<file path="config.mk">
export PLATFORM = sky130hd
export DESIGN_NAME = param_sequencer_fsm
export DESIGN_NICKNAME = d
export VERILOG_FILES = /design/src/rtl/param_sequencer_fsm.sv
export SDC_FILE = /design/constraint.sdc
export NUM_CORES = 1
export LEC_CHECK = 0
export BUFFER_PORTS_ARGS = -buffer_cell sky130_fd_sc_hd__buf_2
export CAP_MARGIN = 20
export CORE_AREA = 3 3 70 137
export DETAILED_ROUTE_END_ITERATION = 16
export DIE_AREA = 0 0 73 140
export PLACE_DENSITY_LB_ADDON = 0.2
export SYNTH_ARGS = -nofsm -noshare
export SYNTH_HDL_FRONTEND = slang
export SYNTH_SLANG_ARGS = --single-unit
</file>
<file path="constraint.sdc">
create_clock -name clk -period 3.8 [get_ports clk]
set_input_delay 0.57 -clock clk [delete_from_list [all_inputs] [get_ports clk]]
set_output_delay 0.57 -clock clk [all_outputs]
set_load 0.01 [all_outputs]
</file>
<file path="src/rtl/param_sequencer_fsm.sv">
// Parametrised instruction sequencer: fetch/wait/exec FSM with branch, CALL/RET return stack and HALT.
// Optional build macro FLAG_REG_EN: branches test flags registered after each exec_valid instead of live alu_flags.
module param_sequencer_fsm #(
    parameter int ADDR_W      = 8,
    parameter int INSTR_W     = 16,
    parameter int REG_SEL_W   = 2,
    parameter int IMM_W       = 8,
    parameter int STACK_DEPTH = 4
) (
    input  logic                 clk,
    input  logic                 reset,
    input  logic                 run,
    input  logic [3:0]           alu_flags,
    output logic                 imem_req,
    output logic [ADDR_W-1:0]    imem_addr,
    input  logic [INSTR_W-1:0]   imem_rdata,
    input  logic                 imem_valid,
    output logic                 exec_valid,
    output logic [2:0]           opcode,
    output logic [REG_SEL_W-1:0] rdst,
    output logic [REG_SEL_W-1:0] rsrc1,
    output logic                 src2_sel,
    output logic [IMM_W-1:0]     imm,
    output logic [ADDR_W-1:0]    pc,
    output logic                 halted,
    output logic                 stack_err
);

    localparam int SP_W  = $clog2(STACK_DEPTH + 1);
    localparam int IDX_W = (STACK_DEPTH > 1) ? $clog2(STACK_DEPTH) : 1;
    localparam int MEM_N = 1 << IDX_W;

    localparam logic [2:0] CTRL_OP = 3'b111;
    localparam logic [2:0] C_JMP   = 3'b000;
    localparam logic [2:0] C_BEQ   = 3'b001;
    localparam logic [2:0] C_BNE   = 3'b010;
    localparam logic [2:0] C_BCS   = 3'b011;
    localparam logic [2:0] C_BMI   = 3'b100;
    localparam logic [2:0] C_BVS   = 3'b101;
    localparam logic [2:0] C_CALL  = 3'b110;

    typedef enum logic [2:0] {
        S_IDLE,
        S_FETCH,
        S_WAIT,
        S_EXEC,
        S_HALT
    } state_t;

    state_t              state_q, state_d;
    logic [ADDR_W-1:0]   pc_q, pc_d;
    logic [SP_W-1:0]     sp_q, sp_d;
    logic                err_q, err_d;
    logic [INSTR_W-1:0]  ir_q, ir_d;
    logic                push_en;

    logic [ADDR_W-1:0]   stack_mem [MEM_N];
    logic [IDX_W-1:0]    push_idx;
    logic [IDX_W-1:0]    pop_idx;
    logic                stack_full;
    logic                stack_empty;

    logic [2:0]          ir_opcode;
    logic [2:0]          ir_cond;
    logic [ADDR_W-1:0]   target;
    logic [ADDR_W-1:0]   pc_inc;
    logic [3:0]          branch_flags;
    logic                branch_taken;

    // Decoded views of the instruction register
    assign ir_opcode = ir_q[INSTR_W-1 -: 3];
    assign ir_cond   = ir_q[INSTR_W-4 -: 3];
    assign target    = ir_q[ADDR_W-1:0];
    assign pc_inc    = pc_q + ADDR_W'(1);

    assign push_idx    = IDX_W'(sp_q);
    assign pop_idx     = IDX_W'(sp_q - SP_W'(1));
    assign stack_full  = (sp_q == SP_W'(STACK_DEPTH));
    assign stack_empty = (sp_q == '0);

`ifdef FLAG_REG_EN
    logic [3:0] flags_q;
    logic       exec_seen_q;

    // The ALU result of an issued instruction is settled one cycle after its exec pulse
    always_ff @(posedge clk) begin
        if (!reset) begin
            flags_q     <= '0;
            exec_seen_q <= 1'b0;
        end else begin
            exec_seen_q <= exec_valid;
            if (exec_seen_q) begin
                flags_q <= alu_flags;
            end
        end
    end

    assign branch_flags = flags_q;
`else
    assign branch_flags = alu_flags;
`endif

    // Flag order is {N,Z,C,V}
    always_comb begin
        branch_taken = 1'b0;
        case (ir_cond)
            C_BEQ:   branch_taken = branch_flags[2];
            C_BNE:   branch_taken = ~branch_flags[2];
            C_BCS:   branch_taken = branch_flags[1];
            C_BMI:   branch_taken = branch_flags[3];
            C_BVS:   branch_taken = branch_flags[0];
            default: branch_taken = 1'b0;
        endcase
    end

    always_comb begin
        state_d    = state_q;
        pc_d       = pc_q;
        sp_d       = sp_q;
        err_d      = err_q;
        ir_d       = ir_q;
        push_en    = 1'b0;
        exec_valid = 1'b0;

        case (state_q)
            S_IDLE: begin
                if (run) begin
                    state_d = S_FETCH;
                end
            end

            S_FETCH: begin
                state_d = S_WAIT;
            end

            S_WAIT: begin
                if (imem_valid) begin
                    ir_d    = imem_rdata;
                    state_d = S_EXEC;
                end
            end

            S_EXEC: begin
                state_d = S_FETCH;
                if (ir_opcode != CTRL_OP) begin
                    exec_valid = 1'b1;
                    pc_d       = pc_inc;
                end else begin
                    case (ir_cond)
                        C_JMP: begin
                            pc_d = target;
                        end
                        C_BEQ, C_BNE, C_BCS, C_BMI, C_BVS: begin
                            pc_d = branch_taken ? target : pc_inc;
                        end
                        C_CALL: begin
                            if (stack_full) begin
                                err_d   = 1'b1;
                                state_d = S_HALT;
                            end else begin
                                push_en = 1'b1;
                                sp_d    = sp_q + SP_W'(1);
                                pc_d    = target;
                            end
                        end
                        default: begin
                            // cond 111: imm[0] selects HALT, otherwise RET
                            if (ir_q[0]) begin
                                state_d = S_HALT;
                            end else if (stack_empty) begin
                                err_d   = 1'b1;
                                state_d = S_HALT;
                            end else begin
                                sp_d = sp_q - SP_W'(1);
                                pc_d = stack_mem[pop_idx];
                            end
                        end
                    endcase
                end
            end

            S_HALT: begin
                if (!run) begin
                    state_d = S_IDLE;
                end
            end

            default: begin
                state_d = S_IDLE;
            end
        endcase
    end

    always_ff @(posedge clk) begin
        if (!reset) begin
            state_q <= S_IDLE;
            pc_q    <= '0;
            sp_q    <= '0;
            err_q   <= 1'b0;
            ir_q    <= '0;
        end else begin
            state_q <= state_d;
            pc_q    <= pc_d;
            sp_q    <= sp_d;
            err_q   <= err_d;
            ir_q    <= ir_d;
        end
    end

    // Return addresses are pushed already incremented, so the wrap is inherited from pc_inc
    always_ff @(posedge clk) begin
        if (reset && push_en) begin
            stack_mem[push_idx] <= pc_inc;
        end
    end

    assign imem_req  = (state_q == S_FETCH);
    assign imem_addr = pc_q;
    assign pc        = pc_q;
    assign halted    = (state_q == S_HALT);
    assign stack_err = err_q;

    assign opcode   = ir_opcode;
    assign rdst     = ir_q[INSTR_W-4 -: REG_SEL_W];
    assign rsrc1    = ir_q[INSTR_W-4-REG_SEL_W -: REG_SEL_W];
    assign src2_sel = ir_q[INSTR_W-4-2*REG_SEL_W];
    assign imm      = ir_q[IMM_W-1:0];

endmodule

</file>
After elaboration in Yosys (flattened, before gate mapping):

Memory sizes are Yosys's and may differ from the RTL's.
Cells that the tools add are included.

* memory bits (writable): 32
* register bits after elaboration: 31
* input port bits: 24
* bits in read-only memories: 0
* bits in latches: 0
* memories kept: 1

Memories
* stack_mem: depth 4, bits a word 8, rd ports 1, clocked after memory_dff 0, write ports 1, line 57 `logic [ADDR_W-1:0] stack_mem [MEM_N];`

* bitwise operators: 3
* add/subtract/negate cells: 3
* shifts and indexed selects: 0
* multiply operators: 0
* mux-type cells: 32
* equal/unequal tests: 22
* $lt $le $gt $ge: 0
* div/mod/pow operators: 0
* reductions and logical operators: 12

Operators with widths (count)
* 8-bit two-way mux: 5
* 3-bit two-way mux: 10
* 8-bit case mux with 3 select lines: 1
* 3-bit equality test (second input constant): 5
* 3-bit case mux with 5 select lines: 1
* 3-bit by 2-bit equality test with 1-bit output (second input constant): 4
* 3-bit case mux with 2 select lines: 2
* 6-bit AND reduction: 2
* 1-bit two-way mux: 11
* 2-bit != test (second input constant): 5
* 5-bit by 1-bit != test with 1-bit output (second input constant): 2
* 3-bit logical NOT: 3
* 8-bit by 1-bit adder with 8-bit output (second input constant): 1
* 3-bit by 1-bit equality test with 1-bit output (second input constant): 2
* 3-bit != test (second input constant): 2
* 6-bit OR reduction: 1
* 1-bit case mux with 5 select lines: 1
* 5-bit OR reduction: 1
* 2-bit by 1-bit != test with 1-bit output (second input constant): 2
* 4-bit AND reduction: 1
* 3-bit by 1-bit adder with 3-bit output (second input constant): 1
* 1-bit inverter: 3
* 3-bit AND reduction: 1
* 3-bit by 1-bit subtractor with 3-bit output (second input constant): 1
* 4 further kinds: 4

Longest topological paths before layout:

Gate-level depths: netlist (run 1).

* depth after elaboration: 8
* depth in mapped cells: 10
* gate-level depth less buffers: 7

Worst setup path after synthesis (run 1):

OpenSTA, ideal clock, no wires.

* path type: flip-flop to flip-flop
* from: register sp_q[0]
* to: memory stack_mem[1][0], enable pin
* slack: 1.551 ns
* period minus slack after synthesis: 2.249 ns
* stages on the path, launching flop included: 6
* arrival time: 1.918 ns
* cell sequence: dfxtp_1 buf_2 inv_1 ha_1 a2111oi_0 and2_1

* word-level cells in the longest chain between the ends: 8

RTL lines
* start, declared: line 52 `logic [SP_W-1:0] sp_q, sp_d;`
* start signal, assigned: line 204 `sp_q <= sp_d;`
* 3-bit equality test: line 78 `assign stack_full = (sp_q == SP_W'(STACK_DEPTH));`
* 1-bit two-way mux: line 157 `if (stack_full) begin`
* 1-bit two-way mux: line 149 `case (ir_cond)`
* 1-bit two-way mux: line 145 `if (ir_opcode != CTRL_OP) begin`
* 1-bit two-way mux: line 125 `case (state_q)`
* 1-bit logical AND: line 212 `if (reset && push_en) begin`
* 1-bit two-way mux: line 212
* 1-bit two-way mux (implied by the code): line 213 `stack_mem[push_idx] <= pc_inc;`
* end, declared: line 57

Several ways; a longest one is shown, not always the timed one.

Worst setup path after layout (run 1):

* from: register sp_q[0]
* to: memory stack_mem[2][4], enable pin

The elaborated chain is that of the path after synthesis.

==> impl_results.md, run 1 <==
- Post-synth ARST share: 0%
- Ports: 60
- Yosys top cell area share: about 30%
- Filler Cells Inserted: 848
- Routability Congestion: 0.837
- Fraction of layout cells with a size suffix above 1: 26.9%
- CTS Root Cell: clkbuf_16
- Worst-Margin Slew: roughly 0.85 ns
- Gr usage total: 18.0%
- Post-synth EDFFs: 32
- Complex-gate fraction of the synthesized area: 13.9%
- Resized Gates After CTS: 0
- Clk slew on worst S/H paths: about 0.050 ns
- Crit. Startpoint: sp_q[0]
- Gr ovfl total: 0
- Synth Register Bits: 63
- XOR/XNOR Fraction of Synth Area: 2.96%
- Achievable Freq: ~390 MHz
- Clk buf depth: 2
- Row count: 48
- Max_cap viols: 0
- Antenna violations before repair: 0
- Data arrival time of the critical path: 2.57 ns
- Syn Inst Count: a little over 300
- # setup viols final: 0
- Via count: ~2500
- WP buf/inv: 2
- Netlist cell types: 55
- Area growth syn-to-layout: 14.9%
- Final hold violation count: 0
- Slew headroom: about 43%
- Crit. End Element: flop
- Synth Area in Adders: 2.69%
- Number of DRC markers in iteration 0: 91
- Power Density: 444 nW/µm²
- Vias in the first global route: 2488
- Die W: 73 µm
- Crit-path slowest cell: dfxtp_1
- Pin count of the biggest net entering global routing: 26
- Peak supply drop: 0.241 mV
- Antenna diode count: 0
- LEAKAGE: 0.00140 µW
- CTS Hold Bufs: 0
- CTS tree: built
- Area of the multi-input gates: 1390 µm²
- CP max stage delay: between 0.7 and 0.8 ns
- Crit Reg-Reg Startpoint: sp_q[0]
- H-tree Lvls: 3
- Post-synth top area cell: edfxtp_1
- Minimum clock period: 2.58 ns
- Mapped cell area: 3250 µm²
- Post-Synth Simple-Gate Area: 15.3%
- Synth Area per Inst: around 11 µm²
- Post-Syn Nets: 333
- Drt pass-1 iters: 4
- Postcts setup bufs: 0
- Detailed-route DRC error count: 0
- Main combinational cell family by area after synthesis: simple AND/OR/NAND/NOR gates
- HP Class: flop to flop
- Worst-path maximum fanout: 12
- Yosys warning count: 0
- Clk_lat worst skew: 0.33 ns
- Setup TNS: 0 ns
- Routed Antenna Nets: 0
- Full die area: 10200 µm²
- Hpwl dp: 6.52 mm
- Worst endpoint required time: 3.79 ns
- Fin nets: 376
- TritonCTS Buffers: 9
- Port Buffers: 59
- Core ar.: 8710 µm²
- Die Y: ~140 µm
- Cell family with most CP delay: flip-flops
- Final Cycle Share: 67.9%
- WS Path Type: flop to flop
- TritonCTS Sinks: 63
- Clk_skew: 0.00506 ns
- Global-route wire length before repair: 13.5 mm
- Total power: 1660 µW
- Startpoint types: flop
- Wirelength, routed: 8.53 mm
- Starting Density: 37.4%
- Storage element area: ~1600 µm²
- Status: complete, no violations
- Crit path cell chain: inv_1, ha_1, a2111oi_0, buf_4, and2_1
- Mux contribution to synthesized area: 7.73%
- Final Max Tran Viols: 0
- Hold path start: ir_q[8]
- Main synth FF type: edfxtp_1
- Area contributors post-synth: edfxtp_1, dfxtp_1, mux4_2
- Register area share after synthesis: 48.6%
- Flop-to-flop setup slack: about 1.2 ns
- Vias per Instance: 5.48
- RSZ-0062 raised after global routing: false
- WL/cell: 19.0 µm
[cell usage in the layout (no fill, tap or decap), types with 2 or more instances in the layout]
cell type and instances:
ha_1 7, a32oi_1 4, buf_4 3, and2_1 6
xor2_1 3, nand2_1 44, nor3b_1 4, mux4_2 8
a211oi_1 3, xnor2_1 8, o21ai_0 8, a311oi_1 6
clkinv_2 2, and3_1 5, dfxtp_1 31, a21oi_1 26
clkbuf_1 2, nor4bb_1 2, inv_1 9, clkinv_1 2
nor2_1 12, a31oi_1 5, mux2i_1 6, a22oi_1 2
edfxtp_1 32, nand3_1 12, buf_2 59, clkbuf_16 9
nand2b_1 2, o21a_1 2
[flip-flops by register name, summed over array words and instances (netlist names)]
| register | flops |
|---|---|
| stack_err | 1 |
| imem_addr | 8 |
| ir_q | 16 |
| sp_q | 3 |
| stack_mem | 32 |
| state_q | 3 |
[synthesized netlist by cell type (all sizes together), types with 2 or more instances]
master / n
a211oi: 3
a21oi: 26
a221oi: 2
a22oi: 2
a311oi: 6
a31oi: 5
a32oi: 4
and2: 8
and3: 5
and3b: 2
buf: 15
clkbuf: 14
dfxtp: 31
edfxtp: 32
ha: 7
inv: 9
mux2i: 6
mux4: 8
nand2: 44
nand2b: 2
nand3: 12
nor2: 13
nor3b: 4
nor4bb: 3
o21a: 2
o21ai: 9
xnor2: 8
xor2: 3
[report_power, final]
| group | leakage [µW] | internal, µW | total (µW) | switching (µW) |
|---|---|---|---|---|
| registers | 0.000546 | 728 | 753 | 24.7 |
| logic | 0.000721 | 50.5 | 120 | 69.2 |
| clock network | 0.000137 | 503 | 787 | 285 |
[worst register-to-register path, stage by stage, from the launching register on]
cell       delay (ns)
dfxtp_1          0.72
inv_1            0.19
ha_1             0.34
a2111oi_0        0.43
buf_4            0.20
and2_1           0.36
[worst paths after layout]
path                     endpoint  cells after the start
setup / recovery  stack_mem[2][4]                      5
hold / removal            ir_q[8]                      2
setup reg to reg  stack_mem[2][4]                      5
hold reg to reg           ir_q[8]                      2
[through the flow]
stage	util [%]	instances	setup WS (ns)	area (µm²)	hold slack [ns]
after floorplan	-	302	1.55	3250	0.481
after global placement	39.7	434	1.24	3450	0.440
after detailed placement	39.7	434	1.17	3450	0.444
after CTS	42.9	450	1.14	3740	0.451
after global routing	42.9	450	0.852	3740	0.482
final	42.9	450	1.22	3740	0.449
[metal layers]
layer	part of all wire [%]	GRT usage [%]	vias to the layer above	routed length, µm
met3	3.4	3.95	21	291
met4	3.5	9.63	0	299
li1	-	-	1181	-
met1	35	18.4	1200	2980
met5	0	0	-	0
met2	58	32.5	66	4950
[kinds of logic after synthesis]
group	count (synthesis)
and+or+nand+nor	98
AOI/OAI and AO/OA	68
DFF	63
buffers and inverters	40
muxes	15
xor gates and xnor gates	11
adders and majority gates	7
[final cells by class]
cell class              count  area share, %
flip-flops and latches     63           42.3
clock inverters             5           1.37
inverters                  10           1.00
multi-input cells         199           37.2
clock buffers              11           6.23
repair buffers             62           8.50
well taps                 100           3.35
No activity file was read; power rests on OpenSTA's default activity.
==> run 2, diff against run 1 <==
Clock period 3.8 ns to 2.5 ns, I/O delays scaled along.
==> impl_results.md, run 2 (same netlist as run 1, synthesis figures left out) <==
- Most common cell after layout, fill and taps aside: buf_2 (unchanged)
- Gr usage total: 18.0% (about the same)
- Clock Power Share: 47.1% (was 47.4%)
- Worst Setup EP: imem_addr[2] (was stack_mem[2][4])
- Peak supply drop: 0.360 mV (was 0.241 mV)
- CTS Root Cell: clkbuf_16 (unchanged)
- LEAKAGE: 0.00147 µW (was 0.00140 µW)
- Clk buf depth: 2 (unchanged)
- Sw Ratio: 22.7% (was 22.8%)
- Final Max Tran Viols: 0 (unchanged)
- DP Area: 3540 µm² (was 3450 µm²)
- Worst endpoint required time: 2.73 ns (was 3.79 ns)
- HP Class: primary input to flop (was flop to flop)
- Gr ovfl total: 0 (unchanged)
- M1 WL: 3.00 mm (was 2.98 mm)
- CP Depth: 6 (was 5)
- Antenna violations before repair: 0 (unchanged)
- Clk_lat worst skew: 0.33 ns (about the same)
- Worst-path maximum fanout: 13 (was 12)
- Minimum clock period: 2.28 ns (was 2.58 ns)
- H-tree Lvls: 3 (unchanged)
- Drt pass-1 iters: 4 (unchanged)
- Detailed-route DRC error count: 0 (unchanged)
- TritonCTS Buffers: 9 (unchanged)
- Reg with most FFs: stack_mem (unchanged)
- Full die area: 10200 µm² (unchanged)
- Internal power: 1960 µW (was 1280 µW)
- Achievable Freq: 438 MHz (was 388 MHz)
- Setup TNS: 0 ns (unchanged)
- Data arrival time of the critical path: 2.51 ns (was 2.57 ns)
- Number of DRC markers in iteration 0: 116 (was 91)
- Net Switching: 576 µW (was 378 µW)
- Metal3 WL: 340 µm (was 291 µm)
- Final hold violation count: 0 (unchanged)
- Startpoint types: flop (unchanged)
- RSZ-0062 raised after global routing: false (unchanged)
- Ports: 60 (unchanged)
- Vias in the first global route: 2488 (unchanged)
- Flop-to-flop setup slack: 0.22 ns (was 1.22 ns)
- Die W: 73 µm (unchanged)
- Top Metal Used: met4 (unchanged)
- Cell family with most CP delay: compound AO/OA/AOI/OAI gates (was flip-flops)
- FF-to-FF End: imem_addr[2] (was stack_mem[2][4])
- Commonest cells after routing, fill and taps aside: buf_2, nand2_1, edfxtp_1 (unchanged)
- Filler Cells Inserted: 843 (was 848)
- TritonCTS Sinks: 63 (unchanged)
- Final Cycle Share: 91.4% (was 67.9%)
- Comb power frac: 8.0% (was 7.2%)
- Wirelength, routed: 8.66 mm (was 8.53 mm)
- Max_cap viols: 0 (unchanged)
- Antenna diode count: 0 (unchanged)
- Clk_skew: 0.00537 ns (was 0.00506 ns)
- Clk slew on worst S/H paths: 0.05 ns (about the same)
- Area growth syn-to-layout: 17.7% (was 14.9%)
- Fraction of layout cells with a size suffix above 1: 29.3% (was 26.9%)
- Postcts setup bufs: 0 (unchanged)
- # setup viols final: 0 (unchanged)
- Routability Congestion: 0.864 (was 0.837)
- CTS tree: built (unchanged)
- Via count: 2506 (was 2468)
- Core ar.: 8710 µm² (unchanged)
- Crit-path slowest cell: o21ai_0 (was dfxtp_1)
- WP buf/inv: 1 (was 2)
- Routed Antenna Nets: 0 (unchanged)
- FF-to-FF path depth: 6 (was 5)
- Pin count of the biggest net entering global routing: 26 (unchanged)
- CTS Hold Bufs: 0 (unchanged)
- Die Y: 140 µm (unchanged)
- Reg power frac: 45.0% (was 45.4%)
- Power Density: 661 nW/µm² (was 444 nW/µm²)
- Status: complete, no violations (unchanged)
- Fin nets: 388 (was 376)
- WS Path Type: flop to flop (unchanged)
- Slew headroom: 62.6% (was 42.6%)
- Starting Density: 37.4% (unchanged)
- Storage element area: 1580 µm² (unchanged)
- Port Buffers: 59 (unchanged)
- Row count: 48 (unchanged)
- WL met2: 4.94 mm (was 4.95 mm)
- Finished layout cell area: 3830 µm² (was 3740 µm²)
- CP max stage delay: 0.48 ns (was 0.72 ns)
- Worst-Margin Slew: 0.555 ns (was 0.849 ns)
- Vias per Instance: 5.42 (was 5.48)
- Hpwl dp: 6.75 mm (was 6.52 mm)
- Crit. Startpoint: ir_q[11] (was sp_q[0])
- Max reg flops: 32 (unchanged)
- Crit. End Element: flop (unchanged)
- Area of the multi-input gates: 1390 µm² (unchanged)
- Crit path cell chain: ha_1, inv_1, a221o_1, o21ai_0, a22oi_1, a211oi_1 (was inv_1, ha_1, a2111oi_0, buf_4, and2_1)
- Resized Gates After CTS: 0 (unchanged)
- WL/cell: 18.8 µm (was 19.0 µm)
- Global-route wire length before repair: 13.4 mm (was 13.5 mm)
- Crit Reg-Reg Startpoint: ir_q[11] (was sp_q[0])
run 2: cell types whose count changed in the layout (fill, tap and decap cells not counted):
cell,change
buf_4,+12
run 2: layout make-up:
type                            count  share of cell area, %
Sequential cell                    63                   41.3
Multi-Input combinational cell    199                   36.4
Timing Repair Buffer               74                   10.7
Clock buffer                       11                   6.08
Tap cell                          100                   3.27
Clock inverter                      5                   1.34
Inverter                           10                  0.981
run 2: through the flow:
step                      util, %  instances  setup WS (ns)  hold slack, ns  power, µW
final                        44.0        462          0.215           0.280       2530
after global routing         44.0        462         0.0303           0.286       2630
after CTS                    44.0        462          0.207           0.273       2560
after detailed placement     40.7        446          0.227           0.450       1360
after global placement       40.7        446          0.322           0.440       1360
after floorplan                 -        302          0.251           0.481       1290
run 2: how the worst min path moves through the flow:
stage | end | from | cells after the start
after floorplan | ir_q[8] | ir_q[8] | 2
after global routing | ir_q[6] | imem_rdata[6] | 3
after global placement | ir_q[9] | ir_q[9] | 2
final | ir_q[9] | imem_rdata[9] | 3
after detailed placement | stack_err | stack_err | 1
after CTS | ir_q[8] | imem_rdata[8] | 3
run 2: power groups by stage:
stage                     combinational [µW]  clock (µW)  sequential [µW]
after floorplan                          134           0             1150
after global placement                   203           0             1160
after detailed placement                 203           0             1160
after CTS                                204        1220             1140
after global routing                     221        1270             1140
final                                    201        1190             1140
run 2: worst reg2reg max path, delay by kind of cell (launching register included):
kind,cells,cell delay [ns]
compound gates,4,1.37
fa+ha+maj,1,0.34
buf+inv,1,0.05
flops,1,0.42
run 2: metal layers:
metal / vias up / track usage [%]
met4: 0 / 10.2
met3: 27 / 4.17
met1: 1207 / 18.5
li1: 1198 / -
met2: 74 / 32.1
met5: - / 0
==> run 3, diff against run 2 <==
Settings changed: CORE_AREA 3 3 70 137 to 3 3 59 115, DIE_AREA 0 0 73 140 to 0 0 62 118.
==> impl_results.md, run 3 (same netlist as run 1, synthesis figures left out) <==
- Setup TNS: 0 ns (unchanged)
- Final Cycle Share: 90.6% (was 91.4%)
- Routing usage on met2: 44.0% (was 32.1%)
- Final Max Tran Viols: 0 (unchanged)
- WS Path Type: flop to flop (unchanged)
- Wirelength, routed: 8.41 mm (was 8.66 mm)
- Routed Antenna Nets: 0 (unchanged)
- Core ar.: 6060 µm² (was 8710 µm²)
- Vias per Instance: 5.63 (was 5.42)
- Most common cell after layout, fill and taps aside: buf_2 (unchanged)
- Crit-path slowest cell: dfxtp_1 (was o21ai_0)
- Final hold violation count: 0 (unchanged)
- Drt pass-1 iters: 6 (was 4)
- Max_cap viols: 0 (unchanged)
- TritonCTS Buffers: 9 (unchanged)
- Status: complete, no violations (unchanged)
- Global-route wire length before repair: 13.1 mm (was 13.4 mm)
- Gr ovfl total: 0 (unchanged)
- Starting Density: 53.7% (was 37.4%)
- Max reg flops: 32 (unchanged)
- Clk_lat worst skew: 0.33 ns (about the same)
- RSZ-0062 raised after global routing: false (unchanged)
- Vias in the first global route: 2549 (was 2488)
- CP max stage delay: 0.47 ns (was 0.48 ns)
- Ports: 60 (unchanged)
- Antenna diode count: 0 (unchanged)
- Clk buf depth: 2 (unchanged)
- Crit. End Element: flop (unchanged)
- Peak supply drop: 0.501 mV (was 0.360 mV)
- HP Class: primary input to flop (unchanged)
- Achievable Freq: 441 MHz (was 438 MHz)
- M3 GR Usage: 6.48% (was 4.17%)
- Fraction of layout cells with a size suffix above 1: 29.3% (unchanged)
- Placed insts: 430 (was 446)
- WL/cell: 18.9 µm (was 18.8 µm)
- Finished layout cell area: 3800 µm² (was 3830 µm²)
- Crit path cell chain: and3b_2, nand2_1, a2111oi_0, buf_4, and2_1 (was ha_1, inv_1, a221o_1, o21ai_0, a22oi_1, a211oi_1)
- TritonCTS Sinks: 63 (unchanged)
- Non-Filler Instances: 446 (was 462)
- Minimum clock period: 2.27 ns (was 2.28 ns)
- Routability Congestion: 0.866 (was 0.864)
- DP Area: 3520 µm² (was 3540 µm²)
- Hold path start: imem_rdata[10] (was imem_rdata[9])
- Row count: 40 (was 48)
- Die W: 62 µm (was 73 µm)
- Worst-path maximum fanout: 13 (unchanged)
- Power Density: 659 nW/µm² (was 661 nW/µm²)
- Clk slew on worst S/H paths: 0.05 ns (about the same)
- CTS tree: built (unchanged)
- Antenna violations before repair: 0 (unchanged)
- Startpoint types: flop (unchanged)
- Number of DRC markers in iteration 0: 138 (was 116)
- CTS Hold Bufs: 0 (unchanged)
- Filler Cells Inserted: 506 (was 843)
- Pin count of the biggest net entering global routing: 26 (unchanged)
- Commonest cells after routing, fill and taps aside: buf_2, nand2_1, edfxtp_1 (unchanged)
- Port Buffers: 59 (unchanged)
- Flop-to-flop setup slack: 0.23 ns (was 0.22 ns)
- Clk_skew: 0.00676 ns (was 0.00537 ns)
- Via count: 2513 (was 2506)
- Worst endpoint required time: 2.49 ns (was 2.73 ns)
- Data arrival time of the critical path: 2.26 ns (was 2.51 ns)
- Detailed-route DRC error count: 0 (unchanged)
- Die Y: 118 µm (was 140 µm)
- Slew headroom: 67.1% (was 62.6%)
- M1 GR Usage: 26.0% (was 18.5%)
- Gr usage total: 25.7% (was 18.0%)
- Crit Reg-Reg Startpoint: state_q[1] (was ir_q[11])
- Busiest grt layer: met2 (unchanged)
- Hpwl dp: 6.44 mm (was 6.75 mm)
- H-tree Lvls: 3 (unchanged)
- Worst-Margin Slew: 0.489 ns (was 0.555 ns)
- Reg with most FFs: stack_mem (unchanged)
- # setup viols final: 0 (unchanged)
- Fin nets: 388 (unchanged)
- Full die area: 7320 µm² (was 10200 µm²)
- Crit. Startpoint: state_q[1] (was ir_q[11])
- Area growth syn-to-layout: 17.0% (was 17.7%)
- CTS Root Cell: clkbuf_16 (unchanged)
- LEAKAGE: 0.00147 µW (about the same)
==> run 3: path summary, 6_finish.rpt <==
| check | cells past startpoint | endpoint |
|---|---|---|
| setup / recovery | 5 | stack_mem[1][2] |
| hold / removal | 3 | ir_q[10] |
| setup reg to reg | 5 | stack_mem[1][2] |
| hold reg to reg | 2 | ir_q[9] |
==> run 3: layout make-up <==
type                            instances  area [µm²]  share of cell area [%]
Clock inverter                          6        51.3                    1.35
Multi-Input combinational cell        199        1390                    36.6
Clock buffer                           10         229                    6.02
Timing Repair Buffer                   74         408                    10.7
Inverter                               10        37.5                   0.987
Sequential cell                        63        1580                    41.6
Tap cell                               84         105                    2.76
==> run 3: worst max-delay path: cells and delay by family (launching register included) <==
kind / cells / cell delay (ns)
compound gates: 1 / 0.38
buf+inv: 1 / 0.21
simple gates: 3 / 0.87
flops: 1 / 0.47
==> run 3: timing repair <==
action	4_1_cts	5_1_grt
gates resized for setup	0	1
buffers inserted	0	0
setup endpoints to repair	0	8
==> run 3: layer usage <==
layer / up-vias / routed length, µm
met5: - / 0
met4: 0 / 405
met3: 29 / 358
met2: 93 / 4770
met1: 1193 / 2870
li1: 1198 / -
==> run 3: power by group <==
part,switching [µW],total [µW],leakage [µW],internal [µW]
Sequential,32.1,1140,0.000546,1110
Clock,413,1170,0.000139,755
Combinational,115,201,0.000783,85.7
Total,561,2510,0.00147,1950
==> run 3: through the flow <==
| stage | hold WS (ns) | utilization, % | power [µW] | worst slack [ns] |
|---|---|---|---|---|
| after global routing | 0.270 | 62.8 | 2610 | 0.0148 |
| after detailed placement | 0.446 | 58.2 | 1360 | 0.265 |
| after global placement | 0.440 | 58.2 | 1360 | 0.306 |
| after floorplan | 0.481 | - | 1290 | 0.251 |
| after CTS | 0.265 | 62.8 | 2540 | 0.224 |
| final | 0.275 | 62.8 | 2510 | 0.234 |
